File: config.mk
export PLATFORM = sky130hd
export DESIGN_NAME = fb_scanout
export DESIGN_NICKNAME = d
export VERILOG_FILES = /design/src/rtl/fb_pkg.sv /design/src/rtl/vga_timing_gen.sv /design/src/rtl/fb_scanout.sv
export SDC_FILE = /design/constraint.sdc
export NUM_CORES = 1
export LEC_CHECK = 0
export ABC_AREA = 1
export BUFFER_PORTS_ARGS = -buffer_cell sky130_fd_sc_hd__buf_2
export CORE_AREA = 2 2 131 133
export DETAILED_ROUTE_END_ITERATION = 10
export DIE_AREA = 0 0 133 135
export MAX_ROUTING_LAYER = met4
export SYNTH_ARGS = -nofsm -noshare
export SYNTH_HDL_FRONTEND = slang
export SYNTH_HIERARCHICAL = 1
export SYNTH_SLANG_ARGS = --single-unit
File: constraint.sdc
create_clock -name clk -period 14.75 [get_ports clk]
set_clock_uncertainty 0.2 [all_clocks]
set_input_delay 0.7375 -clock clk [delete_from_list [all_inputs] [get_ports clk]]
set_output_delay 0.7375 -clock clk [all_outputs]
set_load 0.05 [all_outputs]
File: src/rtl/fb_pkg.sv
`default_nettype none
// ============================================================================
// fb_pkg : shared constants, pipeline record and factor clamp for fb_scanout
// Rev    : 1.0
// ============================================================================
package fb_pkg;

  localparam int FB_LARGURA = 160;
  localparam int FB_ALTURA  = 120;
  localparam int FB_H_ACT   = 640;
  localparam int FB_H_FP    = 16;
  localparam int FB_H_SYNC  = 96;
  localparam int FB_H_BP    = 48;
  localparam int FB_V_ACT   = 480;
  localparam int FB_V_FP    = 10;
  localparam int FB_V_SYNC  = 2;
  localparam int FB_V_BP    = 33;

  localparam int ADDR_W = 19;
  localparam int PIX_W  = 8;
  localparam int CRD_W  = 10;

  typedef enum logic [1:0] {
    SRC_BLANK  = 2'd0,
    SRC_BORDER = 2'd1,
    SRC_RAM    = 2'd2
  } pix_src_e;

  // Everything that must stay aligned with the RAM data as it moves down the pipe
  typedef struct packed {
    logic             hsync;
    logic             vsync;
    logic             fs;
    pix_src_e         src;
    logic [CRD_W-1:0] x;
    logic [CRD_W-1:0] y;
  } pipe_t;

  localparam pipe_t PIPE_RST = '{hsync: 1'b1, vsync: 1'b1, fs: 1'b0,
                                 src: SRC_BLANK, x: '0, y: '0};

  function automatic logic [2:0] clamp_fator(input logic [2:0] f);
    logic [2:0] r;
    r = f;
    if (f == 3'd0) r = 3'd1;
    else if (f > 3'd4) r = 3'd4;
    return r;
  endfunction

endpackage
`default_nettype wire

File: src/rtl/vga_timing_gen.sv
`default_nettype none
// ============================================================================
// vga_timing_gen : free-running h/v raster counters with raw (S0) syncs/flags
// Rev            : 1.0
// ============================================================================
module vga_timing_gen
  import fb_pkg::*;
#(
  parameter int H_ACT  = FB_H_ACT,
  parameter int H_FP   = FB_H_FP,
  parameter int H_SYNC = FB_H_SYNC,
  parameter int H_BP   = FB_H_BP,
  parameter int V_ACT  = FB_V_ACT,
  parameter int V_FP   = FB_V_FP,
  parameter int V_SYNC = FB_V_SYNC,
  parameter int V_BP   = FB_V_BP
) (
  input  logic             clk,
  input  logic             reset,
  output logic [CRD_W-1:0] h,
  output logic [CRD_W-1:0] v,
  output logic             hsync_raw,
  output logic             vsync_raw,
  output logic             active,
  output logic             frame_start
);

  localparam logic [CRD_W-1:0] H_LAST = CRD_W'(H_ACT + H_FP + H_SYNC + H_BP - 1);
  localparam logic [CRD_W-1:0] V_LAST = CRD_W'(V_ACT + V_FP + V_SYNC + V_BP - 1);
  localparam logic [CRD_W-1:0] H_SS   = CRD_W'(H_ACT + H_FP);
  localparam logic [CRD_W-1:0] H_SE   = CRD_W'(H_ACT + H_FP + H_SYNC);
  localparam logic [CRD_W-1:0] V_SS   = CRD_W'(V_ACT + V_FP);
  localparam logic [CRD_W-1:0] V_SE   = CRD_W'(V_ACT + V_FP + V_SYNC);
  localparam logic [CRD_W-1:0] H_ACTW = CRD_W'(H_ACT);
  localparam logic [CRD_W-1:0] V_ACTW = CRD_W'(V_ACT);

  logic [CRD_W-1:0] h_q, h_d, v_q, v_d;

  always_comb begin
    h_d = h_q + CRD_W'(1);
    v_d = v_q;
    if (h_q == H_LAST) begin
      h_d = '0;
      v_d = (v_q == V_LAST) ? '0 : v_q + CRD_W'(1);
    end
  end

  always_ff @(posedge clk or negedge reset) begin
    if (!reset) begin
      h_q <= '0;
      v_q <= '0;
    end else begin
      h_q <= h_d;
      v_q <= v_d;
    end
  end

  assign h           = h_q;
  assign v           = v_q;
  assign hsync_raw   = !((h_q >= H_SS) && (h_q < H_SE));
  assign vsync_raw   = !((v_q >= V_SS) && (v_q < V_SE));
  assign active      = (h_q < H_ACTW) && (v_q < V_ACTW);
  assign frame_start = (h_q == '0) && (v_q == '0);

endmodule
`default_nettype wire

File: src/rtl/fb_scanout.sv
`default_nettype none
// ============================================================================
// fb_scanout : raster reader for the zoom frame buffer, image centred on screen
// Rev        : 1.0
// ============================================================================
module fb_scanout
  import fb_pkg::*;
#(
  parameter int               LARGURA = FB_LARGURA,
  parameter int               ALTURA  = FB_ALTURA,
  parameter int               H_ACT   = FB_H_ACT,
  parameter int               H_FP    = FB_H_FP,
  parameter int               H_SYNC  = FB_H_SYNC,
  parameter int               H_BP    = FB_H_BP,
  parameter int               V_ACT   = FB_V_ACT,
  parameter int               V_FP    = FB_V_FP,
  parameter int               V_SYNC  = FB_V_SYNC,
  parameter int               V_BP    = FB_V_BP,
  parameter logic [PIX_W-1:0] BORDER  = 8'h00
) (
  input  logic              clk,
  input  logic              reset,
  input  logic [2:0]        fator,
  output logic [ADDR_W-1:0] ram_rdaddr,
  input  logic [PIX_W-1:0]  ram_data,
  output logic              hsync,
  output logic              vsync,
  output logic              pix_valid,
  output logic [CRD_W-1:0]  pix_x,
  output logic [CRD_W-1:0]  pix_y,
  output logic [PIX_W-1:0]  pixel,
  output logic              frame_start
);

  localparam logic [10:0] H_ACTW = 11'(H_ACT);
  localparam logic [10:0] V_ACTW = 11'(V_ACT);
  localparam logic [10:0] LARGW  = 11'(LARGURA);
  localparam logic [10:0] ALTW   = 11'(ALTURA);

  logic [CRD_W-1:0]  h, v;
  logic              hs0, vs0, act0, fs0;
  logic [2:0]        f_q, f_d, f_cur;
  logic [10:0]       win_w, win_h, x0, y0;
  logic              in_win;
  logic [ADDR_W-1:0] addr_cnt_q, addr_cnt_d, addr_base, rdaddr_q, rdaddr_d;
  pipe_t             s0, s1_q, s2_q, out_q;
  logic [PIX_W-1:0]  pixel_q, pixel_d;

  vga_timing_gen #(
    .H_ACT (H_ACT), .H_FP (H_FP), .H_SYNC (H_SYNC), .H_BP (H_BP),
    .V_ACT (V_ACT), .V_FP (V_FP), .V_SYNC (V_SYNC), .V_BP (V_BP)
  ) u_timing (
    .clk         (clk),
    .reset       (reset),
    .h           (h),
    .v           (v),
    .hsync_raw   (hs0),
    .vsync_raw   (vs0),
    .active      (act0),
    .frame_start (fs0)
  );

  // S0: the (0,0) cycle already decodes with the freshly latched factor
  always_comb begin
    f_cur  = fs0 ? clamp_fator(fator) : f_q;
    f_d    = f_cur;
    win_w  = LARGW * 11'(f_cur);
    win_h  = ALTW * 11'(f_cur);
    x0     = (H_ACTW - win_w) >> 1;
    y0     = (V_ACTW - win_h) >> 1;
    in_win = act0 &&
             ({1'b0, h} >= x0) && ({1'b0, h} < x0 + win_w) &&
             ({1'b0, v} >= y0) && ({1'b0, v} < y0 + win_h);
    addr_base  = fs0 ? '0 : addr_cnt_q;
    addr_cnt_d = in_win ? addr_base + ADDR_W'(1) : addr_base;
    rdaddr_d   = in_win ? addr_base : rdaddr_q;
    s0 = '{hsync: hs0, vsync: vs0, fs: fs0,
           src:   in_win ? SRC_RAM : (act0 ? SRC_BORDER : SRC_BLANK),
           x:     act0 ? h : '0,
           y:     act0 ? v : '0};
  end

  // S2: RAM data for this pixel is on ram_data now
  always_comb begin
    case (s2_q.src)
      SRC_RAM:    pixel_d = ram_data;
      SRC_BORDER: pixel_d = BORDER;
      default:    pixel_d = '0;
    endcase
  end

  always_ff @(posedge clk or negedge reset) begin
    if (!reset) begin
      f_q        <= 3'd1;
      addr_cnt_q <= '0;
      rdaddr_q   <= '0;
      s1_q       <= PIPE_RST;
      s2_q       <= PIPE_RST;
      out_q      <= PIPE_RST;
      pixel_q    <= '0;
    end else begin
      f_q        <= f_d;
      addr_cnt_q <= addr_cnt_d;
      rdaddr_q   <= rdaddr_d;
      s1_q       <= s0;
      s2_q       <= s1_q;
      out_q      <= s2_q;
      pixel_q    <= pixel_d;
    end
  end

  assign ram_rdaddr  = rdaddr_q;
  assign hsync       = out_q.hsync;
  assign vsync       = out_q.vsync;
  assign pix_valid   = (out_q.src != SRC_BLANK);
  assign pix_x       = out_q.x;
  assign pix_y       = out_q.y;
  assign pixel       = pixel_q;
  assign frame_start = out_q.fs;

endmodule
`default_nettype wire

## After elaboration in Yosys (flattened, before gate mapping)

Index checks and enable logic that the tools add are counted.

- Bits in registers: 144
- Bits of input ports: 13
- Output and inout bits: 51
- Logic and storage cells: 73

- Add/sub/neg operators: 7
- Multipliers: 2
- $lt $le $gt $ge: 11
- Equal/unequal tests: 3
- Mux-type cells: 12
- Reductions and logical operators: 14

Operators by type and width:

| kind | count |
|---|---|
| 10-bit 2-to-1 mux | 4 |
| 19-bit 2-to-1 mux | 2 |
| 10-bit by 11-bit < comparator with 1-bit output | 2 |
| 10-bit by 1-bit adder with 10-bit output, second input constant | 2 |
| 10-bit equality test, second input constant | 2 |
| 10-bit greater-or-equal comparator | 2 |
| 10-bit zero test | 2 |
| 10-bit < comparator, second input constant | 2 |
| 10-bit by 9-bit < comparator with 1-bit output, second input constant | 2 |
| 19-bit by 1-bit adder with 19-bit output, second input constant | 1 |
| 10-bit by 10-bit adder with 11-bit output | 1 |
| 10-bit by 11-bit adder with 11-bit output | 1 |
| 10-bit by 11-bit subtractor with 11-bit output, first input constant | 1 |
| 9-bit by 10-bit subtractor with 11-bit output, first input constant | 1 |
| 10-bit greater-or-equal comparator, second input constant | 1 |
| 10-bit by 9-bit greater-or-equal comparator with 1-bit output, second input constant | 1 |
| 3-bit 2-to-1 mux | 3 |
| 1-bit logical AND | 8 |
| 8-bit 2-to-1 mux | 1 |
| 4-bit by 3-bit multiplier with 7-bit output, first input constant | 1 |
| 3-bit by 3-bit multiplier with 6-bit output, first input constant | 1 |
| 3-bit > comparator, second input constant | 1 |
| 3-bit zero test | 1 |
| 2-bit equality test, second input constant | 1 |
| 4 further kinds | 5 |

## Longest topological paths before layout

- Word-level depth: 12
- Depth in mapped cells: 35
- Mapped depth without buffers: 34

## Modules after synthesis

The synthesis kept the hierarchy.

Modules (own cells, without submodules):

| module | times used | cells each | area an instance (um^2) | sequential area each (um^2) |
|---|---|---|---|---|
| fb_scanout | 1 | 664 | 6107.1 | 3111.7 |
| vga_timing_gen | 1 | 165 | 1242.4 | 500.5 |

## Worst setup path before layout

Ideal clock, no wire load.

- Kind: reg2reg
- Start point: register u_timing.h_q[0] (netlist: u_timing/h[0])
- End point: register rdaddr_q[17] (netlist: ram_rdaddr[17])
- Setup time: 0.118 ns
- Data arrival time: 5.229 ns
- Required time: 14.432 ns
- Slack: 9.203 ns
- Stages on the path, launching flop included: 34
- Buffers on the path: 4
- Cells stage by stage: dfrtp_1 -> inv_1 -> ha_1 -> inv_1 -> nor4_1 -> nand2_1 -> nor2_1 -> buf_6 -> buf_2 -> o21ai_0 -> fa_1 -> ha_1 -> fa_1 -> xnor2_1 -> xnor2_1 -> inv_1 -> ha_1 -> inv_1 -> xor2_1 -> ha_1 -> nand2_1 -> nor2_1 -> a21boi_0 -> nand2_1 -> nand2_1 -> nand3_1 -> nand2_1 -> nand2_1 -> nand3_1 -> nand4_1 -> buf_6 -> buf_6 -> nand2_1 -> nand2_1

- Longest elaborated chain between the ends: 10

RTL lines:

| element | line | source |
|---|---|---|
| from (decl) | vga_timing_gen.sv:37 | `logic [CRD_W-1:0] h_q, h_d, v_q, v_d;` |
| from (signal assigned) | vga_timing_gen.sv:50 | `h_q <= '0;` |
| from (signal assigned) | vga_timing_gen.sv:53 | `h_q <= h_d;` |
| 10-bit zero test (*) | vga_timing_gen.sv:63 | `assign frame_start = (h_q == '0) && (v_q == '0);` |
| 1-bit logical AND (*) | vga_timing_gen.sv:63 |  |
| net fs0 | fb_scanout.sv:41 | `logic hs0, vs0, act0, fs0;` |
| 3-bit 2-to-1 mux | fb_scanout.sv:65 | `f_cur = fs0 ? clamp_fator(fator) : f_q;` |
| 3-bit by 3-bit multiplier with 6-bit output | fb_scanout.sv:67 | `win_w = LARGW * 11'(f_cur);` |
| 10-bit by 11-bit subtractor with 11-bit output | fb_scanout.sv:69 | `x0 = (H_ACTW - win_w) >> 1;` |
| 10-bit by 11-bit adder with 11-bit output or 10-bit greater-or-equal comparator (tied branches) | fb_scanout.sv:72 | `({1'b0, h} >= x0) && ({1'b0, h} < x0 + win_w) &&` |
| 10-bit by 11-bit < comparator with 1-bit output or 1-bit logical AND (tied branches) | fb_scanout.sv:72, fb_scanout.sv:71 |  |
| 1-bit logical AND (2 in series) | fb_scanout.sv:72 |  |
| 1-bit logical AND | fb_scanout.sv:73 | `({1'b0, v} >= y0) && ({1'b0, v} < y0 + win_h);` |
| to (signal assigned) | fb_scanout.sv:104 | `rdaddr_q <= rdaddr_d;` |
| to (decl) | fb_scanout.sv:45 | `logic [ADDR_W-1:0] addr_cnt_q, addr_cnt_d, addr_base, rdaddr_q, rdaddr_d;` |

The timed path passes the listed nets; every way through them passes the cells marked *.
A chain may end at the register's enable or synchronous reset.

## Final worst setup path

- Start point: register u_timing.h_q[0] (netlist: u_timing/h[0])
- End point: register rdaddr_q[2] (netlist: ram_rdaddr[2])

- Longest elaborated chain between the ends: 10

RTL lines:

| element | line | source |
|---|---|---|
| 10-bit zero test (*) | vga_timing_gen.sv:63 |  |
| 1-bit logical AND (*) | vga_timing_gen.sv:63 |  |
| net fs0 | fb_scanout.sv:41 |  |
| 3-bit 2-to-1 mux (*) | fb_scanout.sv:65 |  |
| net f_cur[0] | fb_scanout.sv:42 | `logic [2:0] f_q, f_d, f_cur;` |
| 3-bit by 3-bit multiplier with 6-bit output | fb_scanout.sv:67 |  |
| 10-bit by 11-bit subtractor with 11-bit output | fb_scanout.sv:69 |  |
| 10-bit by 11-bit adder with 11-bit output or 10-bit greater-or-equal comparator (tied branches) | fb_scanout.sv:72 |  |
| 10-bit by 11-bit < comparator with 1-bit output or 1-bit logical AND (tied branches) | fb_scanout.sv:72, fb_scanout.sv:71 |  |
| 1-bit logical AND (2 in series) | fb_scanout.sv:72 |  |
| 1-bit logical AND (*) | fb_scanout.sv:73 |  |

Marked as above.

==> summary.md <==
| Metric | Value |
|---|---|
| Status | completed |
| Total CTS buffers | 17 |
| Clock sinks | 144 |
| WP data arrival | roughly 6.9 ns |
| Clk_lat worst skew | 0.42 ns |
| Core area | 0.0164 mm2 |
| Post-cts sizing count | 0 |
| Placer Congestion | 0.873 |
| Peak VDD IR | 0.0813 mV |
| Dpl ws | 7.90 ns |
| HP Class | in2async |
| Register bit total from synthesis | 144 |
| CTS tree | built |
| Power share of the sequential group | between 40% and 50% |
| Sum Neg Setup Slack | 0 ns |
| Post-synth EDFFs | 0 |
| Min Tclk post-route | 6.77 ns |
| Post-synthesis cell count | 829 |
| CTS max path bufs | 2 |
| Cell Area, Synth | 0.00735 mm2 |
| Yosys warns | 6 |
| Gate power share | 11.7% |
| Mux cell area share after synthesis | 0% |
| Syn avg cell area | 8.87 um2 |
| Synth Net Count | 900 |
| Filler instances | 1,533 |
| Simple-gate share of the synthesized area | 22.2% |
| Area occupied by multi-input gates | 0.00299 mm2 |
| Setup Fix Bufs, Post-CTS | 0 |
| Clk root buf | clkbuf_16 |
| Crit path largest cell delay | 0.67 ns |
| N_diodes | 0 |
| Total gr overflow | 0 |
| RSZ-0062 raised after global routing | false |
| Synth cell types | 35 |
| Critical path class | reg2reg |
| Starting Density | 44.8% |
| Vias in the first global route | 4,944 |
| Max_cap viols | 0 |
| Asr flop ratio synth | 100% |
| Post-synthesis adder-cell area fraction | a little over 10% |
| Ratio of cells with drive above 1 in the final layout | a little over an eighth |
| Delay-heaviest family, CP | simple AND/OR/NAND/NOR gates |
| Fin. max-slew vios | 0 |
| Synth area leaders | dfrtp_1, nand2_1, ha_1, inv_1, nor2_1 |
| Buf+Inv Stages, Crit Path | 7 |
| H-tree Lvls | 4 |
| Pwr Total | 0.943 mW |
| Maximum fanout along the worst path | 40 |
| Actual slew at the worst max-slew pin | 0.927 ns |
| Sw power | 0.231 mW |
| Syn-to-layout area delta | 12.8% |
| Worst path slowest cell | nor2_4 |
| First-pass DRT Iterations | 5 |
| Post-DRT Antenna Nets | 0 |
| I/O pin cnt | between 60 and 70 |
| Avg WL per Cell | 12.1 um |
| Fin crit share | 45.9% |
| Clock share of power | 46.2% |
| Die area | 0.0180 mm2 |
| Sequential area share after synthesis | 49.1% |
| Die extent in x | 133 um |
| Routed vias | 5,113 |
| Layout net count | 950 |
| Largest area contributor in the netlist | dfrtp_1 |
| CTS Hold Bufs | 0 |
| First-pass GRT wire length | 23.7 mm |
| P_leak | 4.68 nW |
| Routed WL | 13.5 mm |
| Main combinational cell family by area after synthesis | simple AND/OR/NAND/NOR gates |
| DR DRC count | 0 |
| Post-Synth XOR/XNOR Area | 4.65% |
| Worst-path clk slew | about 0.060 ns |
| Slew headroom | 38.2% |
| Most common cell on crit path | nand2_1 |
| Power Density | 114 mW/mm2 |
| Startpoint class of the critical path | register |
| Commonest non-fill, non-tap cell in the layout | nand2_1 |
| Placed wire-length estimate | 9.38 mm |
| Chip Height | ~140 um |
| Crit. End Element | register |
| Max frequency | 0.148 GHz |
| FF-to-FF setup slack | 7.98 ns |
| DR iter-0 viols | approximately 260 |
| Final WS setup | approximately 8.0 ns |
| Power Internal | 0.713 mW |
| Setup Viol. Count Final | 0 |
| Num rows | 47 |
| Largest net degree at the start of global routing | 81 |
| Post-synth top area share | 46.6% |
| Worst EP required | about 15 ns |
| Switching Fraction | 24.5% |
| DR vias/cell | 4.60 |
| Initial antenna violation count | 0 |
| GRT Resource Usage Total | 17.0% |
| Hold Vio Cnt, Final | 0 |
| Port Buffers | 63 |
| Commonest non-fill, non-tap cells in the layout | nand2_1, dfrtp_1, inv_1, nor2_1, buf_2 |
| Reg area | 0.00361 mm2 |
| Synth Area in Compound Gates | 3.40% |
| Ys flop type | dfrtp_1 |
| Final hold slack | between 0.1 and 0.15 ns |
-- layout make-up --
cell class / instances / share of cell area (%)
Sequential cell: 144 / 43.6
Multi-Input combinational cell: 526 / 36.1
Clock buffer: 23 / 5.64
Inverter: 123 / 5.57
Timing Repair Buffer: 67 / 4.24
Tap cell: 220 / 3.32
Clock inverter: 9 / 1.57
-- cells in the mapped netlist (all sizes together) (2+ instances only) --
master / count
nand2: 240
dfrtp: 137
inv: 123
nor2: 69
ha: 53
nand3: 35
buf: 34
xor2: 25
o21ai: 19
a21oi: 18
nand4: 15
nor3: 14
xnor2: 14
dfstp: 7
nor4: 7
fa: 5
nand3b: 3
clkbuf: 2
o2111ai: 2
-- metrics by stage --
stage | area [um2] | instances | utilization [%]
floorplan | 7350 | 829 | -
global placement | 7690 | 1080 | 46.9
detailed placement | 7690 | 1080 | 46.9
CTS | 8290 | 1112 | 50.5
global route | 8290 | 1112 | 50.5
finish | 8290 | 1112 | 50.5
-- flip-flops by register name (all words and copies together), names as in the netlist --
name         flops
u_timing/h      10
s1_q            25
pix_x           10
vsync            1
out_q            2
pixel            8
f_q              3
addr_cnt_q      19
s2_q            25
pix_y           10
frame_start      1
ram_rdaddr      19
hsync            1
u_timing/v      10
-- power by group through the flow --
stage	Sequential, mW	Combinational (mW)	Clock [mW]
after floorplan	0.405	0.0811	0
after global placement	0.404	0.110	0
after detailed placement	0.404	0.112	0
after CTS	0.397	0.112	0.447
after global routing	0.397	0.129	0.467
final	0.397	0.110	0.435
-- path summary, 6_finish.rpt --
kind / startpoint / to / cells after the start
worst max register to register: u_timing/h[0]$_DFF_PN0_ / ram_rdaddr[2]$_DFFE_PN0P_ / 34
worst min-delay path: reset / u_timing/h[0]$_DFF_PN0_ / 1
worst min register to register: s2_q[4]$_DFF_PN0_ / pix_y[4]$_DFF_PN0_ / 0
worst max-delay path: u_timing/h[0]$_DFF_PN0_ / ram_rdaddr[2]$_DFFE_PN0P_ / 34
min in group clk: s2_q[4]$_DFF_PN0_ / pix_y[4]$_DFF_PN0_ / 0
max in group asynchronous: reset / s2_q[17]$_DFF_PN0_ / 2
-- routing by layer --
metal / vias to the layer above / GRT usage (%) / wire length, um
met5: - / - / 0
met2: 94 / 25.8 / 6140
met3: 13 / 3.42 / 471
met4: 0 / 5.56 / 163
li1: 2649 / - / -
met1: 2357 / 23.0 / 6720
-- kinds of logic (layout without fill, tap and decap cells) --
| logic type | after synthesis | in the layout |
|---|---|---|
| adder cells (fa/ha/maj) | 58 | 58 |
| buffers and inverters | 159 | 222 |
| AND/OR/NAND/NOR | 384 | 384 |
| XOR/XNOR | 39 | 39 |
| AO/OA/AOI/OAI | 45 | 45 |
| flip-flops | 144 | 144 |
(Power assumes the default switching activity.)
